===== src/rtl/iterative_divider_64.sv =====
// iterative_divider_64: radix-2 restoring UDIV/SDIV, one quotient bit per cycle.
module iterative_divider_64 #(
  parameter int WIDTH = 64
) (
  input  logic             clock,
  input  logic             reset,
  input  logic             start,
  input  logic             is_signed,
  input  logic [WIDTH-1:0] dividend,
  input  logic [WIDTH-1:0] divisor,
  output logic             busy,
  output logic             done,
  output logic [WIDTH-1:0] quotient,
  output logic [WIDTH-1:0] remainder
);
  localparam int CW = $clog2(WIDTH);
  typedef enum logic [1:0] {IDLE, RUN, FIX, DONE} state_t;
  state_t state, state_next;
  logic [CW-1:0] cnt;
  logic [WIDTH-1:0] r, q, d, mag_a, mag_b;
  logic [WIDTH:0] shifted, trial;
  logic neg_q, neg_r, div0, sa, sb, zero_div;
  assign sa = is_signed & dividend[WIDTH-1];
  assign sb = is_signed & divisor[WIDTH-1];
  assign mag_a = sa ? -dividend : dividend;
  assign mag_b = sb ? -divisor : divisor;
  assign zero_div = divisor == '0;
  // partial remainder keeps its carry-out bit so divisors >= 2^(WIDTH-1) still divide correctly
  assign shifted = {r, q[WIDTH-1]};
  assign trial = shifted - {1'b0, d};
  assign busy = state == RUN || state == FIX;
  assign done = state == DONE;
  always_comb begin
    state_next = state == IDLE ? (start ? (zero_div ? FIX : RUN) : IDLE) :
                 state == RUN  ? (cnt == CW'(WIDTH - 1) ? FIX : RUN) :
                 state == FIX  ? DONE : IDLE;
  end
  always_ff @(posedge clock) begin
    if (reset) state <= IDLE;
    else state <= state_next;
  end
  always_ff @(posedge clock) begin
    if (reset) begin
      cnt <= '0;
      r <= '0;
      q <= '0;
      d <= '0;
      neg_q <= 1'b0;
      neg_r <= 1'b0;
      div0 <= 1'b0;
      quotient <= '0;
      remainder <= '0;
    end else begin
      case (state)
        IDLE: if (start) begin
          // on divide-by-zero q carries the raw dividend through to the remainder
          r <= '0;
          q <= zero_div ? dividend : mag_a;
          d <= mag_b;
          neg_q <= sa ^ sb;
          neg_r <= sa;
          div0 <= zero_div;
          cnt <= '0;
        end
        RUN: begin
          r <= trial[WIDTH] ? shifted[WIDTH-1:0] : trial[WIDTH-1:0];
          q <= {q[WIDTH-2:0], ~trial[WIDTH]};
          cnt <= cnt + 1'b1;
        end
        FIX: begin
          quotient <= div0 ? '0 : neg_q ? -q : q;
          remainder <= div0 ? q : neg_r ? -r : r;
        end
        default: ;
      endcase
    end
  end
endmodule


===== config.mk =====
export PLATFORM = sky130hd
export DESIGN_NAME = iterative_divider_64
export DESIGN_NICKNAME = d
export VERILOG_FILES = /design/src/rtl/iterative_divider_64.sv
export SDC_FILE = /design/constraint.sdc
export NUM_CORES = 1
export LEC_CHECK = 0
export BUFFER_PORTS_ARGS = -buffer_cell sky130_fd_sc_hd__buf_2
export CORE_MARGIN = 10
export CORE_UTILIZATION = 60
export DETAILED_ROUTE_END_ITERATION = 8
export GPL_TIMING_DRIVEN = 0
export HOLD_SLACK_MARGIN = 0.15
export PLACE_DENSITY = 0.82
export REMOVE_ABC_BUFFERS = 1
export SLEW_MARGIN = 20
export SYNTH_ARGS = -nofsm -noshare
export SYNTH_HDL_FRONTEND = slang
export SYNTH_SLANG_ARGS = --single-unit

===== constraint.sdc =====
create_clock -name clock -period 5.7 [get_ports clock]
set_clock_uncertainty 0.1 [all_clocks]
set_input_delay 0.855 -clock clock [delete_from_list [all_inputs] [get_ports clock]]
set_output_delay 0.855 -clock clock [all_outputs]
set_load 0.005 [all_outputs]

==> results.ini, run 1 <==
[floorplanning]
ioPinCount = 262
fp.dieH_um = 212
core_area_um2 = 36500
die_w_um = 212
initial_core_util_pct = 60.7
rows = 70
dieArea_um2 = 45100

[detailed_routing]
viasPerCell = 6.24
final_antenna_net_count = 0
via_count = 21600
top_layer = met4
drt_iter0_markers = 2283
drc = 0
met1_length_um = 30300
dr_wl_met2_um = 30200
post_drt_wl_per_cell_um = 19.6
finalWirelength_um = 67800
drtPass1Iterations = 5
wl_met3_um = 5260

[timing]
rsz0062_at_grt = false
max_freq_ghz = 0.189
hold_viol = 0
hold-worst-slack_ns = 0.358
fin_ws_ns = 0.418
setup_viol = 0
finalCritPeriodShare_pct = 92.7
period_needed_ns = 5.28
maxSlewViolCount = 0
slew_headroom_pct = 30.2
tightest_slew_ns = 1.04

[cells_and_area]
area_delta_synth_final_pct = 12.5
drive_above_1_share_pct = 13.5
utilization_pct = 68.3
finalNonFillerCells = 3463
final_nets = 3176

[setup_path]
crit_fanout = 13
worstPathArrival_ns = 5.59
worstSetupStartpointType = register
r2r-end = r[50]
end_kind = register
r2r_cells = 17
r2r_slack_ns = 0.42
path_class = reg -> reg
r2r_start = q[63]
cp.required_ns = 6.01

[run]
max_cap_violations = 0

[power_and_ir_drop]
p_comb_share_pct = 17.2
power_mw = 5.80
power_leakage_nw = 10.5
p_sw_mw = 1.69
internal_power_mw = 4.11
swShare_pct = 29.1
vdd_drop_max_uv = 144
p_per_area_nw_per_um2 = 233
p_clk_share_pct = 39.8
power.share.sequential_pct = 43.0

[clocking]
cts_setup_buffers = 0
insertion_delay_ns = 0.56
cts_num_sinks = 331
cts.path.max_buffers = 3
clkTransAtPathRegs_ns = 0.06
ctsResizeCount = 0
h-tree-depth = 2
cts_tree = built
cts_buffers = 37
cts_root_buffer = clkbuf_16
cts_hold_buf = 0

[placement]
dp_hpwl_um = 51700
numPortBuffers = 261
place_ws_ns = 0.521
place_inst = 3399
gp_congestion = 0.947

[synthesis]
syn_avg_cell_area_um2 = 7.78
synth_cell_types = 75
netlist_instances = 2852
synth_enable_flop_cells = 0
ys_ff_latch = 331
synth_area_um2 = 22200
yosysWarnings = 0
yosysSeqAreaShare_pct = 29.9
synth-main-ff-cell = dfxtp_1
postSynth.asyncResetShare_pct = 0

[min_path]
worstHoldEndpoint = d[51]
hold_depth = 2
min_from = d[51]
hp-class = reg -> reg

[grt]
grt_pass1_wl_um = 107000
grt_antenna_before_repair = 1
grt_usage_pct = 28.8
grt_max_degree = 116
grt_pass1_vias = 20100
gr-total-overflow = 0

[outcome]
status = finished clean

## synth_stat cells, drive strengths merged, types with 60 or more instances
master | count | area share [%]
dfxtp | 331 | 30
nand2 | 262 | 4.4
o21ai | 256 | 5.8
nor2 | 234 | 4.0
a21oi | 220 | 5.0
clkbuf | 179 | 3.0
xnor2 | 154 | 6.1
xor2 | 150 | 5.9
inv | 104 | 1.8
mux2i | 91 | 4.1
ha | 73 | 4.1
nor3 | 60 | 1.4
## worst max path at each step
stage | to | slack, ns | startpoint
after CTS | r[50] | 0.43 | q[63]
final | r[50] | 0.42 | q[63]
after floorplan | r[35] | -1.35 | r[12]
after global placement | r[59] | -5.87 | state[1]
after detailed placement | r[40] | 0.52 | q[63]
after global routing | r[50] | 0.12 | q[63]
## power by group through the flow
stage / Combinational [mW] / Sequential, mW / Clock, mW
floorplan: 0.652 / 2.51 / 0
global placement: 0.925 / 2.54 / 0
detailed placement: 0.979 / 2.54 / 0
CTS: 0.983 / 2.49 / 2.33
global route: 1.10 / 2.50 / 2.42
finish: 0.999 / 2.49 / 2.31
## critical path, stage by stage, from the launching register on
cell	delay (ns)
dfxtp_1	0.40
inv_1	0.21
ha_1	0.29
fa_1	0.41
nand2b_1	0.17
a21oi_1	0.25
a21oi_1	0.18
o31ai_1	0.56
o31ai_1	0.28
nor2b_1	0.20
o41ai_1	0.45
xnor2_2	0.23
buf_6	0.22
buf_6	0.20
buf_6	0.20
buf_6	0.19
nand2b_1	0.39
o21ai_0	0.19
## area by class of cell
type | instances | area (um2)
Sequential cell | 331 | 6630
Clock buffer | 54 | 1060
Timing Repair Buffer | 281 | 1710
Clock inverter | 9 | 85.1
Antenna cell | 1 | 2.50
Fill cell | 3057 | 11600
Inverter | 104 | 390
Tap cell | 468 | 586
Multi-Input combinational cell | 2215 | 14500
## registers in the layout, indices dropped and copies added (netlist names), 2 cells and up
register	cells
d	64
q	64
quotient	64
r	64
remainder	64
cnt	6
state	2
## metrics by stage
stage | area [um2] | TNS (ns)
floorplan | 21400 | -48.93
global route | 24900 | 0
CTS | 24900 | 0
global placement | 23300 | -624.20
finish | 24900 | 0
detailed placement | 23800 | 0
## cell usage in the layout, fill, tap and decap left out, types with 91 or more instances in the layout
| cell | synthesis | layout |
|---|---|---|
| dfxtp_1 | 331 | 328 |
| nand2_1 | 261 | 260 |
| buf_2 | 7 | 260 |
| o21ai_0 | 241 | 240 |
| nor2_1 | 234 | 229 |
| a21oi_1 | 220 | 219 |
| xnor2_1 | 154 | 153 |
| xor2_1 | 150 | 150 |
| inv_1 | 104 | 103 |
| mux2i_1 | 91 | 91 |
## cells by family (layout without fill, tap and decap cells)
kind of cell | Yosys count | in the layout | share of synthesized area, %
buffers and inverters | 306 | 448 | 5.27
xor gates and xnor gates | 304 | 304 | 12.0
and+or+nand+nor | 882 | 882 | 19.7
DFF | 331 | 331 | 29.9
AOI/OAI and AO/OA | 863 | 863 | 24.8
adders and majority gates | 74 | 74 | 4.21
muxes | 92 | 92 | 4.16
other | 0 | 1 | 0
## metal layers
layer  global-route usage, %  vias to the layer above
li1                        -                    10500
met1                    39.5                    10100
met2                    45.0                      904
met3                    3.95                      130
met4                    10.8                        0
met5                       0                        -
No activity file was read; power rests on OpenSTA's default activity.
==> run 2: changes to the inputs <==
CORE_UTILIZATION = 54   (was 60)
PLACE_DENSITY = 0.78   (was 0.82)
clock period = 4.3 ns   (was 5.7 ns; I/O delays follow)
==> results.ini, run 2 (synthesis gave the netlist of run 1 again) <==
[outcome]
status = finished clean  ; unchanged

[detailed_routing]
viasPerCell = 6.11  ; was 6.24
drt_iter0_markers = 1955  ; was 2283
post_drt_wl_per_cell_um = 19.9  ; was 19.6 um
drc = 0  ; unchanged
final_antenna_net_count = 0  ; unchanged
finalWirelength_um = 70500  ; was 67800 um
drtPass1Iterations = 8  ; was 5
via_count = 21600  ; about the same

[setup_path]
end_kind = register  ; unchanged
cp.required_ns = 4.64  ; was 6.01 ns
path_cells = inv_2 > ha_1 > fa_1 > nand2b_1 > a21oi_2 > a21oi_2 > o31ai_4 > o31ai_2 > nor2b_1 > o41ai_4 > xnor2_2 > buf_6 > buf_4 > and2_2 > a221o_1  ; was inv_1 > ha_1 > fa_1 > nand2b_1 > a21oi_1 > a21oi_1 > o31ai_1 > o31ai_1 > nor2b_1 > o41ai_1 > xnor2_2 > buf_6 > buf_6 > buf_6 > buf_6 > nand2b_1 > o21ai_0
crit_fanout = 14  ; was 13
worstSetupStartpointType = register  ; unchanged
cp_slowest_stage_delay_ns = 0.39  ; was 0.56 ns
cp_slowest_cell = fa_1  ; was o31ai_1
worstPathArrival_ns = 4.42  ; was 5.59 ns
path_class = reg -> reg  ; unchanged
cp_common_cell = a21oi_2  ; was buf_6

[timing]
slew_headroom_pct = 31.8  ; was 30.2%
finalCritPeriodShare_pct = 95.0  ; was 92.7%
tightest_slew_ns = 1.02  ; was 1.04 ns
setup_tns_ns = 0  ; unchanged
setup_viol = 0  ; unchanged
period_needed_ns = 4.09  ; was 5.28 ns
hold_viol = 0  ; unchanged
max_freq_ghz = 0.245  ; was 0.189 GHz
maxSlewViolCount = 0  ; unchanged
fin_ws_ns = 0.215  ; was 0.418 ns
rsz0062_at_grt = false  ; unchanged

[placement]
gp_congestion = 0.953  ; was 0.947
place_ws_ns = -1.06  ; was 0.521 ns
place_area_um2 = 23900  ; was 23800 um2
dp_hpwl_um = 53700  ; was 51700 um
numPortBuffers = 261  ; unchanged

[clocking]
h-tree-depth = 2  ; unchanged
cts_tree = built  ; unchanged
cts_root_buffer = clkbuf_16  ; unchanged
insertion_delay_ns = 0.58  ; was 0.56 ns
cts.path.max_buffers = 3  ; unchanged
clkTransAtPathRegs_ns = 0.07  ; was 0.06 ns
cts_num_sinks = 331  ; unchanged
cts_hold_buf = 0  ; unchanged
cts_buffers = 38  ; was 37

[floorplanning]
die_w_um = 223  ; was 212 um
core_area_um2 = 40700  ; was 36500 um2
ioPinCount = 262  ; unchanged
rows = 74  ; was 70
initial_core_util_pct = 54.4  ; was 60.7%
dieArea_um2 = 49600  ; was 45100 um2
fp.dieH_um = 223  ; was 212 um

[run]
max_cap_violations = 0  ; unchanged

[grt]
grt_usage_pct = 26.8  ; was 28.8%
gr-total-overflow = 0  ; unchanged
grt_pass1_vias = 20400  ; was 20100
grt_max_degree = 120  ; was 116
grt_antenna_before_repair = 3  ; was 1
grt_pass1_wl_um = 111000  ; was 107000 um

[cells_and_area]
nFillCells = 3580  ; was 3057
drive_above_1_share_pct = 14.3  ; was 13.5%
area_delta_synth_final_pct = 14.4  ; was 12.5%
final_nets = 3184  ; was 3176
layout_common_cells = dfxtp_1, nand2_1, buf_2  ; unchanged
final_common_cell = dfxtp_1  ; unchanged
post-route-cell-area_um2 = 25400  ; was 24900 um2

[power_and_ir_drop]
power_leakage_nw = 10.6  ; was 10.5 nW
vdd_drop_max_uv = 248  ; was 144 uV
p_per_area_nw_per_um2 = 320  ; was 233 nW/um2

[min_path]
hp-class = in -> reg  ; was reg -> reg

-- run 2: changes by cell type in the layout (fill, tap and decap cells not counted), moves of 3 or more --
cell	before	now
buf_4	0	6
bufinv_16	1	6
clkbuf_1	10	7
clkbuf_8	7	4
-- run 2: area by class of cell --
cell class / instances / area [um2] / area share (%)
flip-flops and latches: 331 / 6630 / 26.2
repair buffers: 288 / 1790 / 7.06
inverters: 104 / 390 / 1.54
clock buffers: 50 / 1060 / 4.17
multi-input cells: 2215 / 14500 / 57.4
clock inverters: 17 / 270 / 1.07
well taps: 532 / 666 / 2.62
diodes: 3 / 7.51 / 0.0296
-- run 2: metal layers --
layer | global-route usage [%] | vias to the layer above | part of all wire, %
met5 | 0 | - | 0
met4 | 10.2 | 0 | 3.2
met3 | 3.90 | 125 | 7.5
met2 | 41.6 | 880 | 45
met1 | 36.7 | 10100 | 45
li1 | - | 10500 | -
-- run 2: worst max-delay path, delay by kind of cell, from the launching register on --
kind / cells / cell delay [ns]
AO/OA/AOI/OAI: 6 / 1.52
XOR/XNOR: 1 / 0.15
adder cells (fa/ha/maj): 2 / 0.64
buffers and inverters: 3 / 0.46
flip-flops: 1 / 0.38
AND/OR/NAND/NOR: 3 / 0.66
-- run 2: report_power, final --
part	switching (mW)	internal (mW)	leakage, nW
Sequential	0.136	3.17	2.69
Clock	1.37	2.10	0.645
Combinational	0.835	0.518	7.28
Total	2.34	5.79	10.6
-- run 2: path summary, 6_finish.rpt --
path	cells after the start	start	slack (ns)	to
hold / removal	3	divisor[0]	0.27	d[0]
hold reg to reg	2	d[18]	0.36	d[18]
setup reg to reg	15	q[63]	0.21	r[62]
setup / recovery	15	q[63]	0.21	r[62]
-- run 2: stage by stage --
stage | util (%) | cells | hold slack (ns) | total power, mW
after floorplan | - | 2650 | 0.326 | 4.19
after global placement | 57.4 | 3443 | 0.342 | 4.60
after detailed placement | 58.7 | 3464 | 0.349 | 4.67
after CTS | 62.1 | 3536 | 0.250 | 8.13
after global routing | 62.2 | 3539 | 0.300 | 8.41
final | 62.3 | 3540 | 0.272 | 8.13
-- run 2: repair_timing --
action	in CTS	in global routing
resized for setup	10	4
setup buffers	5	2
endpoints found under the hold margin	0	0
pin swaps	4	2
endpoints found under the setup margin	65	60
